### src/rtl/dmem_arbiter.sv
// Round-robin arbiter that serialises two masters onto one data RAM port and a GPIO write register.
// Each transaction takes three cycles: IDLE (sample/latch) -> ACCESS (gnt, RAM/GPIO strobe) -> RESP (ack).
module dmem_arbiter #(
  parameter int               MXLEN     = 32,
  parameter logic [MXLEN-1:0] GPIO_ADDR = MXLEN'(32'h0000_1000)
) (
  input  logic             CLK,
  input  logic             RST,
  input  logic             m0_req,
  input  logic             m0_we,
  input  logic [2:0]       m0_ops,
  input  logic [MXLEN-1:0] m0_addr,
  input  logic [MXLEN-1:0] m0_wdata,
  output logic             m0_gnt,
  output logic             m0_ack,
  output logic [MXLEN-1:0] m0_rdata,
  input  logic             m1_req,
  input  logic             m1_we,
  input  logic [2:0]       m1_ops,
  input  logic [MXLEN-1:0] m1_addr,
  input  logic [MXLEN-1:0] m1_wdata,
  output logic             m1_gnt,
  output logic             m1_ack,
  output logic [MXLEN-1:0] m1_rdata,
  output logic             ram_en,
  output logic             ram_we,
  output logic [2:0]       ram_ops,
  output logic [MXLEN-1:0] ram_addr,
  output logic [MXLEN-1:0] ram_wdata,
  input  logic [MXLEN-1:0] ram_rdata,
  output logic             gpio_we,
  output logic [MXLEN-1:0] gpio_wdata,
  output logic             busy,
  output logic [1:0]       dbg_state
);

  typedef enum logic [1:0] {
    S_IDLE   = 2'd0,
    S_ACCESS = 2'd1,
    S_RESP   = 2'd2
  } state_t;

  state_t           r_state;
  state_t           w_next;
  logic             r_last_gnt;
  logic             r_win;
  logic             r_we;
  logic [2:0]       r_ops;
  logic [MXLEN-1:0] r_addr;
  logic [MXLEN-1:0] r_wdata;

  logic w_any;
  logic w_win;
  logic w_gpio_hit;

  assign w_any      = m0_req | m1_req;
  // A tie goes to the master that was not served last; otherwise the sole requester wins.
  assign w_win      = (m0_req & m1_req) ? ~r_last_gnt : m1_req;
  assign w_gpio_hit = (r_addr == GPIO_ADDR);
  assign dbg_state  = r_state;

  always_ff @(posedge CLK or negedge RST) begin
    if (!RST) r_state <= S_IDLE;
    else      r_state <= w_next;
  end

  always_comb begin
    w_next = S_IDLE;
    case (r_state)
      S_IDLE:   w_next = w_any ? S_ACCESS : S_IDLE;
      S_ACCESS: w_next = S_RESP;
      S_RESP:   w_next = S_IDLE;
      default:  w_next = S_IDLE;
    endcase
  end

  // Command latch: requests are only looked at while idle, so later master changes are ignored.
  always_ff @(posedge CLK or negedge RST) begin
    if (!RST) begin
      r_last_gnt <= 1'b1;
      r_win      <= 1'b0;
      r_we       <= 1'b0;
      r_ops      <= '0;
      r_addr     <= '0;
      r_wdata    <= '0;
    end else if (r_state == S_IDLE && w_any) begin
      r_last_gnt <= w_win;
      r_win      <= w_win;
      r_we       <= w_win ? m1_we    : m0_we;
      r_ops      <= w_win ? m1_ops   : m0_ops;
      r_addr     <= w_win ? m1_addr  : m0_addr;
      r_wdata    <= w_win ? m1_wdata : m0_wdata;
    end
  end

  always_comb begin
    m0_gnt     = 1'b0;
    m1_gnt     = 1'b0;
    m0_ack     = 1'b0;
    m1_ack     = 1'b0;
    m0_rdata   = '0;
    m1_rdata   = '0;
    ram_en     = 1'b0;
    ram_we     = 1'b0;
    ram_ops    = '0;
    ram_addr   = '0;
    ram_wdata  = '0;
    gpio_we    = 1'b0;
    gpio_wdata = '0;
    busy       = (r_state != S_IDLE);
    case (r_state)
      S_ACCESS: begin
        m0_gnt = ~r_win;
        m1_gnt = r_win;
        // The GPIO word never reaches the RAM, for loads as well as stores.
        if (w_gpio_hit) begin
          gpio_we    = r_we;
          gpio_wdata = r_we ? r_wdata : '0;
        end else begin
          ram_en    = 1'b1;
          ram_we    = r_we;
          ram_ops   = r_ops;
          ram_addr  = r_addr;
          ram_wdata = r_wdata;
        end
      end
      S_RESP: begin
        m0_ack = ~r_win;
        m1_ack = r_win;
        if (!r_we && !w_gpio_hit) begin
          if (r_win) m1_rdata = ram_rdata;
          else       m0_rdata = ram_rdata;
        end
      end
      default: ;
    endcase
  end

endmodule

### config.mk
export PLATFORM = sky130hd
export DESIGN_NAME = dmem_arbiter
export DESIGN_NICKNAME = d
export VERILOG_FILES = /design/src/rtl/dmem_arbiter.sv
export SDC_FILE = /design/constraint.sdc
export NUM_CORES = 1
export LEC_CHECK = 0
export ABC_AREA = 1
export CORE_AREA = 2 2 132 134
export CTS_BUF_LIST = sky130_fd_sc_hd__clkbuf_4 sky130_fd_sc_hd__clkbuf_8
export CTS_CLUSTER_SIZE = 16
export DETAILED_ROUTE_END_ITERATION = 10
export DIE_AREA = 0 0 134 136
export GPL_TIMING_DRIVEN = 0
export PLACE_DENSITY = 0.67
export REMOVE_ABC_BUFFERS = 1
export SETUP_SLACK_MARGIN = 0.5
export SLEW_MARGIN = 20
export SYNTH_ARGS = -nofsm -noshare
export SYNTH_HDL_FRONTEND = slang
export SYNTH_SLANG_ARGS = --single-unit
### constraint.sdc
create_clock -name CLK -period 2.2 [get_ports CLK]
set_input_delay 0.66 -clock CLK [delete_from_list [all_inputs] [get_ports CLK]]
set_output_delay 0.66 -clock CLK [all_outputs]
set_load 0.01 [all_outputs]
==> summary.txt <==
Status
  • Status: finished with violations
  • Violations in the final reports: setup timing

Route
  • Drt drc: 0
  • Pre-Repair DR Iteration Count: 5
  • Drt via density: 4.99
  • Drt initial violations: ~340
  • WL final: about 30 mm
  • DR vias: 7017
  • Routed Antenna Nets: 0
  • WL per Instance: about 21 um

Power
  • P_int: 8.00 mW
  • Sw frac: 0.441
  • P_sw: roughly 6.3 mW
  • Worst vdd ir: approximately 0.50 mV
  • PwrDens: ~1300 nW/um^2
  • Clock power share: 0.082
  • Sequential Power Share: 0.158
  • Leakage: around 5.1 nW
  • Gate power share: 0.760

Clocking
  • Clock sink count: approximately 70
  • H-tree depth: 3
  • Clock slew at the register clock pins of the worst setup and hold paths: 0.09 ns
  • CTS tree: built
  • Hold buffers post-CTS: 0
  • Clock Path Buffers: 2
  • Worst-Skew Late Latency: ~0.38 ns
  • Total CTS buffers: 9
  • CTS root buf: clkbuf_8

Timing
  • RSZ-0062 raised after global routing: true
  • Final Worst Setup Slack: -0.478 ns
  • Fin. max-slew vios: 0
  • Fin. Hold Viols: 0
  • Max-slew headroom: 0.666
  • Final Critical Period: between 2 and 3 ns
  • Final Skew: roughly 0.0095 ns
  • Fmax: approximately 370 MHz
  • Crit share post-route: 1.22
  • Worst-Margin Slew: 0.501 ns
  • Final setup vio count: 169
  • Hold_ws: 0.231 ns

Placement
  • Gpl congestion: approximately 0.77
  • Post-DP HPWL: roughly 15 mm
  • Buffers on Ports: 344

Synth
  • Synth Area in Simple Gates: 0.300
  • Yosys warning total: 0
  • Adder-cell area share of the yosys netlist: 0
  • Synth top area cells: dfrtp_1 (39%), nor2_1 (21%), o22ai_1 (7.9%)
  • Mux cell area share after synthesis: 0
  • Leading area contributor after synthesis: dfrtp_1
  • Sequential fraction of the synthesis area: 0.395
  • Synth cell types: 19
  • XOR/XNOR share of the synthesized area: 0
  • Synth Area per Inst: between 6 and 7 sq um
  • Largest family of logic cells by synthesized area: simple AND/OR/NAND/NOR gates
  • Synth Area in Compound Gates: 0.184
  • Mapped Cells: ~690
  • Post-Syn Area: 4570 sq um
  • Yosys top cell area share: 0.389
  • Post-synthesis register bit count: 72

Critical path
  • Setup CP Type: reg2out
  • Critical path data arrival time: 2.02 ns
  • CP Launch Type: flip-flop
  • Critical Path RT: 1.54 ns
  • Endpoint class of the critical path: output pin
  • Max Fanout on Critical Path: 8

GRT
  • Vias in the first global route: 6764
  • Largest net degree at the start of global routing: 39
  • GRT Total Usage: 0.300
  • Global-route wire length before repair: 40.8 mm
  • GR Overflow Total: 0
  • Initial antenna violation count: 2

Cells and area
  • Area Overhead vs Synth: 143%
  • Nets@finish: approximately 1300
  • Share of post-route cells with drive strength above 1: 0.487
  • Finished Core Util: 0.658

Die
  • Die width: between 100 and 150 um
  • Initial core utilization: 0.271
  • Core area: ~17000 sq um
  • IO Count: 345
  • # rows: 48
  • Chip height: roughly 140 um
  • Die area: approximately 18000 sq um

Hold path
  • Min-Delay Path Class: in2async

Run
  • Max-cap violations: 0
-- Yosys cell counts, drive strengths merged --
library cell	number
nor2	260
dfrtp	71
clkbuf	15
or2	1
nand2	97
o21ai	70
nand3	1
dfstp	1
buf	35
o22ai	68
inv	74
-- kinds of logic (layout without fill, tap and decap cells) --
kind of cell | Yosys count | after routing
AO/OA/AOI/OAI | 138 | 138
buffers and inverters | 124 | 597
flip-flops | 72 | 72
other | 0 | 2
AND/OR/NAND/NOR | 359 | 373
-- cells in the final DEF (no fill, tap or decap), types with 3 or more instances in the layout --
| master | n |
|---|---|
| nand2_1 | 71 |
| o21ai_0 | 16 |
| inv_16 | 3 |
| buf_8 | 5 |
| o21ai_2 | 22 |
| o22ai_1 | 53 |
| nand2_4 | 6 |
| inv_2 | 30 |
| dfrtp_1 | 69 |
| buf_16 | 20 |
| buf_4 | 46 |
| nor2_2 | 51 |
| buf_2 | 114 |
| clkbuf_8 | 10 |
| buf_12 | 26 |
| clkbuf_4 | 4 |
| nor2_1 | 154 |
| buf_6 | 113 |
| dlygate4sd2_1 | 3 |
| nor2_4 | 58 |
| inv_8 | 3 |
| nand2_8 | 14 |
| o21ai_1 | 31 |
| o22ai_2 | 15 |
| inv_1 | 40 |
| nand2_2 | 17 |
| clkdlybuf4s50_1 | 168 |
| clkbuf_2 | 3 |
-- layer usage --
layer | vias to the layer above | part of all wire | track usage
met5 | - | 0 | 0
met4 | 0 | 0.043 | 0.105
met3 | 73 | 0.079 | 0.0828
met2 | 364 | 0.53 | 0.553
met1 | 3392 | 0.35 | 0.329
li1 | 3188 | - | -
-- path summary, 6_finish.rpt --
check	slack (ns)	cells past startpoint	startpoint	endpoint
min	0.23	1	RST	r_wdata[30]
max reg2reg	-0.01	13	dbg_state[1]	r_wdata[18]
min in group CLK	0.52	2	r_last_gnt	r_last_gnt
min reg2reg	0.52	2	r_last_gnt	r_last_gnt
max	-0.48	11	r_addr[27]	m0_rdata[15]
max in group asynchronous	1.29	2	RST	r_last_gnt
-- stage by stage --
| step | std cells | setup WS (ns) | instance area [sq um] | TNS (ns) | total power [mW] |
|---|---|---|---|---|---|
| 2_1_floorplan | 643 | -0.439 | 4290 | -66.09 | 4.96 |
| 3_3_place_gp | 1212 | -2.28 | 8020 | -476.30 | 7.31 |
| 3_5_place_dp | 1219 | -1.02 | 8210 | -148.97 | 7.58 |
| 4_1_cts | 1385 | -0.385 | 10000 | -42.18 | 12.6 |
| 5_1_grt | 1407 | -0.555 | 11100 | -66.97 | 15.0 |
| 6_report | 1407 | -0.478 | 11100 | -54.72 | 14.3 |
-- flip-flops by register name (all words and copies together) (netlist names) --
register / flops
dbg_state: 2
r_addr: 32
r_last_gnt: 1
r_ops: 3
r_wdata: 32
r_we: 1
r_win: 1
-- cell type report --
cell class	count	area, sq um
antenna	2	5.00
clock buffer	14	168
clock inverter	2	38.8
fill	1342	5770
inverter	74	318
multi-input combinational	511	3260
sequential	72	1810
tap	225	282
timing repair buffer	501	5150
timing repair inverter	6	78.8
-- critical path, stage by stage (launching register included) --
cell and delay, ns:
dfrtp_1 0.39, inv_2 0.08, nand2_2 0.07, nor2_2 0.11, nand2_1 0.08, nor2_2 0.17, nand2_4 0.09, buf_12 0.18
buf_12 0.15, nand2_8 0.11, nor2_1 0.06, buf_2 0.13
-- power by group through the flow --
stage / clock network [mW] / registers [mW] / logic (mW)
4_1_cts: 1.18 / 2.23 / 9.22
5_1_grt: 1.26 / 2.31 / 11.4
2_1_floorplan: 0 / 2.18 / 2.78
3_3_place_gp: 0 / 2.20 / 5.11
3_5_place_dp: 0 / 2.21 / 5.37
6_report: 1.18 / 2.26 / 10.9
-- timing repair --
item | CTS | global route
hold endpoints to repair | 0 | 0
setup buffers | 113 | 18
pin swaps | 34 | 44
gates resized for setup | 898 | 249
gates cloned | 37 | 2
endpoints found under the setup margin | 244 | 244
Power figures use the tool's default switching activity.
==> edit 1 (same flow settings) <==
The parameter `MXLEN` goes from 32 to 16.
--- a/src/rtl/dmem_arbiter.sv
+++ b/src/rtl/dmem_arbiter.sv
@@ -2,5 +2,5 @@
 // Each transaction takes three cycles: IDLE (sample/latch) -> ACCESS (gnt, RAM/GPIO strobe) -> RESP (ack).
 module dmem_arbiter #(
-  parameter int               MXLEN     = 32,
+  parameter int               MXLEN     = 16,
   parameter logic [MXLEN-1:0] GPIO_ADDR = MXLEN'(32'h0000_1000)
 ) (
Ports: changed (10 resized); port bits go from 345 to 185. No check against the original RTL was run, so the function may have changed too.
==> edit 1 against the unedited design <==
The run still ends with negative setup slack left; utilization down 29 points; area after synthesis down 43%; combinational power down 51%; critical path depth down 1; register-to-register slack better by 0.45 ns; sequential cell count down 32; wire length down 53%; cell area down 44%; total power down 49%; first-iteration DRC count down 81%; non-clock buffer count down 227; worst setup slack better by 0.15 ns; critical path type unchanged; largest power group unchanged.
==> edit 1: results (changes against the unedited design) <==
| Metric | Value |
|---|---|
| Insertion delay of the later-clocked pin in the worst-skew pair | 0.31 ns (was 0.38 ns) |
| Length of the first detailed-routing pass in iterations | 4 (was 5) |
| H-tree depth reported by CTS | 2 (was 3) |
| Largest net degree at the start of global routing | 26 (was 39) |
| Routed wire per std cell | 15.56 um (was 21.01 um) |
| Overall global routing resource usage | 0.1366 (was 0.2995) |
| Antenna diode count | 0 (was 2) |
| Violations in the final reports | negative setup slack (unchanged) |
| Static leakage | 2.825 nW (was 5.075 nW) |
| Number of buffers added on ports | 184 (was 344) |
| Worst path setup slack after routing | -0.3324 ns (was -0.4784 ns) |
| First-pass GRT wire length | 18.70 mm (was 40.75 mm) |
| Vias in the first global route | 3264 (was 6764) |
| Peak VDD IR | 0.0005934 V (was 0.0005038 V) |
| Crit Path Max Fanout | 7 (was 8) |
| Worst max-slew margin expressed relative to the limit | 0.6911 (was 0.6660) |
| Post-DP HPWL | 7.303 mm (was 14.56 mm) |
| Share of final-layout standard cells stronger than drive strength 1 | 0.4451 (was 0.4873) |
| Flop-to-flop setup slack | 0.44 ns (was -0.01 ns) |
| Number of distinct standard cells referenced by the synthesized netlist | 16 (was 19) |
| Total Negative Setup Slacks | -16.49 ns (was -54.72 ns) |
| Gp weighted congestion | 0.6925 (was 0.7656) |
| Number of antenna violations at the first check in global routing | 0 (was 2) |
| Most used standard cells in the synthesized netlist | sky130_fd_sc_hd__nor2_1, sky130_fd_sc_hd__nand2_1, sky130_fd_sc_hd__dfrtp_1, sky130_fd_sc_hd__inv_1, sky130_fd_sc_hd__a31oi_1 (was sky130_fd_sc_hd__nor2_1, sky130_fd_sc_hd__nand2_1, sky130_fd_sc_hd__dfrtp_1, sky130_fd_sc_hd__inv_1, sky130_fd_sc_hd__o22ai_1) |
| Portion of the post-synthesis area used by sequential elements | 0.3838 (was 0.3949) |
| Worst R2R End | r_wdata[7] (was r_wdata[18]) |
| Final-report setup violation count | 74 (was 169) |
| Nets | 765 (was 1347) |
| Maximum clock skew at final layout | 0.01239 ns (was 0.009500 ns) |
| Run status | complete, but fails checks (unchanged) |
| First-iteration detailed-routing DRC count | 65 (was 339) |
| Placed inst area | 0.004638 mm^2 (was 0.008210 mm^2) |
## edit 1: cell count changes after synthesis, moves of 28 or more
| cell | delta |
|---|---|
| sky130_fd_sc_hd__nor2_1 | -135 |
| sky130_fd_sc_hd__dfrtp_1 | -32 |
| sky130_fd_sc_hd__o22ai_1 | -58 |
| sky130_fd_sc_hd__o21ai_0 | -28 |
| sky130_fd_sc_hd__inv_1 | -29 |
| sky130_fd_sc_hd__o21ai_1 | -40 |
| sky130_fd_sc_hd__a31oi_1 | +36 |
## edit 1: power breakdown
group          switching (mW)  internal, mW
clock                   0.309         0.222
sequential              0.291          1.12
combinational            2.64          2.69
total                    3.24          4.04
## edit 1: cell families after synthesis
| logic type | count (synthesis) | synth area share |
|---|---|---|
| flops | 40 | 0.3838 |
| compound gates | 38 | 0.09008 |
| simple gates | 263 | 0.4034 |
| buf+inv | 67 | 0.1227 |
## edit 1: what timing repair did
action | CTS | global route
buffers inserted | 48 | 29
pin swaps | 15 | 22
gates cloned | 11 | 7
endpoints found under the setup margin | 131 | 112
gates resized for setup | 375 | 201
## edit 1: final cells by class
type,count,area [um^2]
clock buffer,5,68.82
clock inverter,3,18.77
fill,1758,10680
inverter,43,186.4
multi-input combinational,308,1939
sequential,40,1006
tap,225,281.5
timing repair buffer,274,2691
timing repair inverter,1,8.758
## edit 1: how the worst max path moves through the flow
stage                      start             to  slack, ns  cells after the start
floorplan           dbg_state[1]  gpio_wdata[0]      0.001                      5
global placement    dbg_state[1]  ram_wdata[12]      -1.09                      6
detailed placement  dbg_state[1]     ram_ops[2]      -1.09                      6
CTS                   r_addr[13]   ram_wdata[7]      -0.48                      7
global route           r_addr[7]   m1_rdata[14]      -0.43                     10
finish                 r_addr[7]   m1_rdata[14]      -0.33                     10
## edit 1: routing by layer
| layer | vias up | share of wire | track usage |
|---|---|---|---|
| li1 | 1794 | - | - |
| met1 | 1712 | 0.40 | 0.1650 |
| met2 | 144 | 0.51 | 0.2490 |
| met3 | 16 | 0.065 | 0.03281 |
| met4 | 0 | 0.024 | 0.02305 |
| met5 | - | 0 | 0 |
## edit 1: stage by stage
step / hold slack (ns) / setup slack, ns / power (mW) / instances
4_1_cts: 0.2958 / -0.4825 / 5.850 / 863
5_1_grt: 0.3123 / -0.4326 / 7.780 / 899
2_1_floorplan: 0.3644 / 0.001249 / 2.777 / 384
3_5_place_dp: 0.4701 / -1.094 / 4.295 / 796
6_report: 0.2898 / -0.3324 / 7.271 / 899
3_3_place_gp: 0.4739 / -1.089 / 4.177 / 793
==> edit 2 (same flow settings) <==
Made on the original files. Reset style: synchronous (`RST`), changed in 2 clocked blocks.
--- a/src/rtl/dmem_arbiter.sv
+++ b/src/rtl/dmem_arbiter.sv
@@ -60,5 +60,5 @@
   assign dbg_state  = r_state;
 
-  always_ff @(posedge CLK or negedge RST) begin
+  always_ff @(posedge CLK) begin
     if (!RST) r_state <= S_IDLE;
     else      r_state <= w_next;
@@ -76,5 +76,5 @@
 
   // Command latch: requests are only looked at while idle, so later master changes are ignored.
-  always_ff @(posedge CLK or negedge RST) begin
+  always_ff @(posedge CLK) begin
     if (!RST) begin
       r_last_gnt <= 1'b1;
Behaviour: differs if RST is asserted again (counterexample within 4 cycles, from zero or initial values and one cycle with RST low); with RST held inactive, the same outputs for 10 cycles.
==> edit 2 against the unedited design <==
Via count is 0.20% lower; sequential cell count unchanged; first-iteration DRC count decreased by 3.5%; count of clock-buffer cells in the layout fell by 3; cell area decreased by 5.0%; area after synthesis up 0.19%; die area is the same; critical path depth is 2 higher; utilization fell by 3.3 points; wire length is 6.2% lower; worst setup slack got worse by 0.081 ns; the run still ends with negative setup slack left.
Power is not compared: it rests on default switching activity, and its combinational part moved more than twofold at a synthesized area within 25%.
==> edit 2: results (changes against the unedited design) <==
| Metric | Value |
|---|---|
| Pre-CTS setup slack | -1.264 ns (was -1.019 ns) |
| Violations in the final reports | negative setup slack (unchanged) |
| Post-DP HPWL | 14.12 mm (was 14.56 mm) |
| Fraction of the mapped netlist area in compound gates | 0.1685 (was 0.1836) |
| Final wirelength | 27.73 mm (was 29.56 mm) |
| Insertion delay of the later-clocked pin in the worst-skew pair | 0.36 ns (was 0.38 ns) |
| Largest net degree at the start of global routing | 71 (was 39) |
| Number of post-CTS setup repair buffers | 80 (was 113) |
| ClkCell Share | 0.01531 (was 0.01859) |
| Most used standard cells in the synthesized netlist | sky130_fd_sc_hd__nand2_1, sky130_fd_sc_hd__nor2_1, sky130_fd_sc_hd__dfxtp_1, sky130_fd_sc_hd__inv_1, sky130_fd_sc_hd__a31oi_1 (was sky130_fd_sc_hd__nor2_1, sky130_fd_sc_hd__nand2_1, sky130_fd_sc_hd__dfrtp_1, sky130_fd_sc_hd__inv_1, sky130_fd_sc_hd__o22ai_1) |
| Via count | 7003 (was 7017) |
| Highest Clock Rate | 362.4 MHz (was 373.4 MHz) |
| Antenna diode count | 3 (was 2) |
| Cell taking the most area after synthesis | sky130_fd_sc_hd__dfxtp_1 (was sky130_fd_sc_hd__dfrtp_1) |
| Placed inst area | 0.008044 mm^2 (was 0.008210 mm^2) |
| First-iteration detailed-routing DRC count | 327 (was 339) |
| Final-report setup violation count | 149 (was 169) |
| Final cell utilization of the core | 0.6249 (was 0.6579) |
| Gp weighted congestion | 0.8025 (was 0.7656) |
| Share of final-layout standard cells stronger than drive strength 1 | 0.4486 (was 0.4873) |
| Cell total after placement | 1276 (was 1219) |
| Non-clock inverter instance count of the final layout | 79 (was 80) |
| Portion of the post-synthesis area used by sequential elements | 0.3151 (was 0.3949) |
| Share of async-settable or async-resettable flops after synthesis | 0 (was 1.000) |
| Worst max-slew margin expressed relative to the limit | 0.4702 (was 0.6660) |
| Worst path setup slack after routing | -0.5596 ns (was -0.4784 ns) |
| Area of the multi-input gates | 0.003507 mm^2 (was 0.003261 mm^2) |
| Area used by sequential logic in the layout | 0.001465 mm^2 (was 0.001805 mm^2) |
| First-pass GRT wire length | 35.63 mm (was 40.75 mm) |
| Maximum clock skew at final layout | 0.01239 ns (was 0.009500 ns) |
| Number of combinational gates with multiple inputs | 575 (was 511) |
| Filler cells | 1444 (was 1342) |
| Run status | complete, but fails checks (unchanged) |
| Number of resized instances in the post-cts repair step | 607 (was 898) |
| Via-to-Cell Ratio | 4.816 (was 4.987) |
## edit 2: cell count changes after synthesis, sizes merged, moves of 3 or more
cell    delta
inv        +3
a31oi     +68
nor2      -76
o22ai     -68
clkbuf     +5
nand2    +134
dfxtp     +72
dfrtp     -71
## edit 2: metal layers
metal	up-vias	track usage	part of all wire
li1	3340	-	-
met1	3248	0.2781	0.36
met2	337	0.4564	0.51
met3	76	0.08128	0.086
met4	2	0.1147	0.041
met5	-	0	0.00047
## edit 2: path summary, 6_finish.rpt
check	slack [ns]	from	end	cells after the start
setup reg to reg	0.40	dbg_state[0]	r_addr[28]	8
setup / recovery	-0.56	r_addr[3]	m1_rdata[18]	13
hold reg to reg	0.51	r_last_gnt	r_last_gnt	2
hold / removal	0.51	r_last_gnt	r_last_gnt	2
## edit 2: power by group through the flow
stage / clock network (mW) / registers [mW] / logic [mW]
final: 0.963 / 1.56 / 2.09
after global routing: 1.03 / 1.57 / 2.23
after CTS: 0.981 / 1.54 / 1.67
after detailed placement: 0 / 1.56 / 1.32
after global placement: 0 / 1.56 / 1.29
after floorplan: 0 / 1.55 / 0.603
## edit 2: critical path, stage by stage (launching register included)
cell	delay, ns
sky130_fd_sc_hd__dfxtp_1	0.35
sky130_fd_sc_hd__inv_1	0.07
sky130_fd_sc_hd__nand2_1	0.07
sky130_fd_sc_hd__nor2_1	0.05
sky130_fd_sc_hd__nand2_1	0.10
sky130_fd_sc_hd__nor2_4	0.06
sky130_fd_sc_hd__buf_6	0.13
sky130_fd_sc_hd__buf_12	0.12
sky130_fd_sc_hd__nand2_8	0.09
sky130_fd_sc_hd__buf_6	0.10
sky130_fd_sc_hd__buf_6	0.10
sky130_fd_sc_hd__nand2_8	0.08
sky130_fd_sc_hd__nor2_1	0.23
sky130_fd_sc_hd__clkbuf_2	0.19
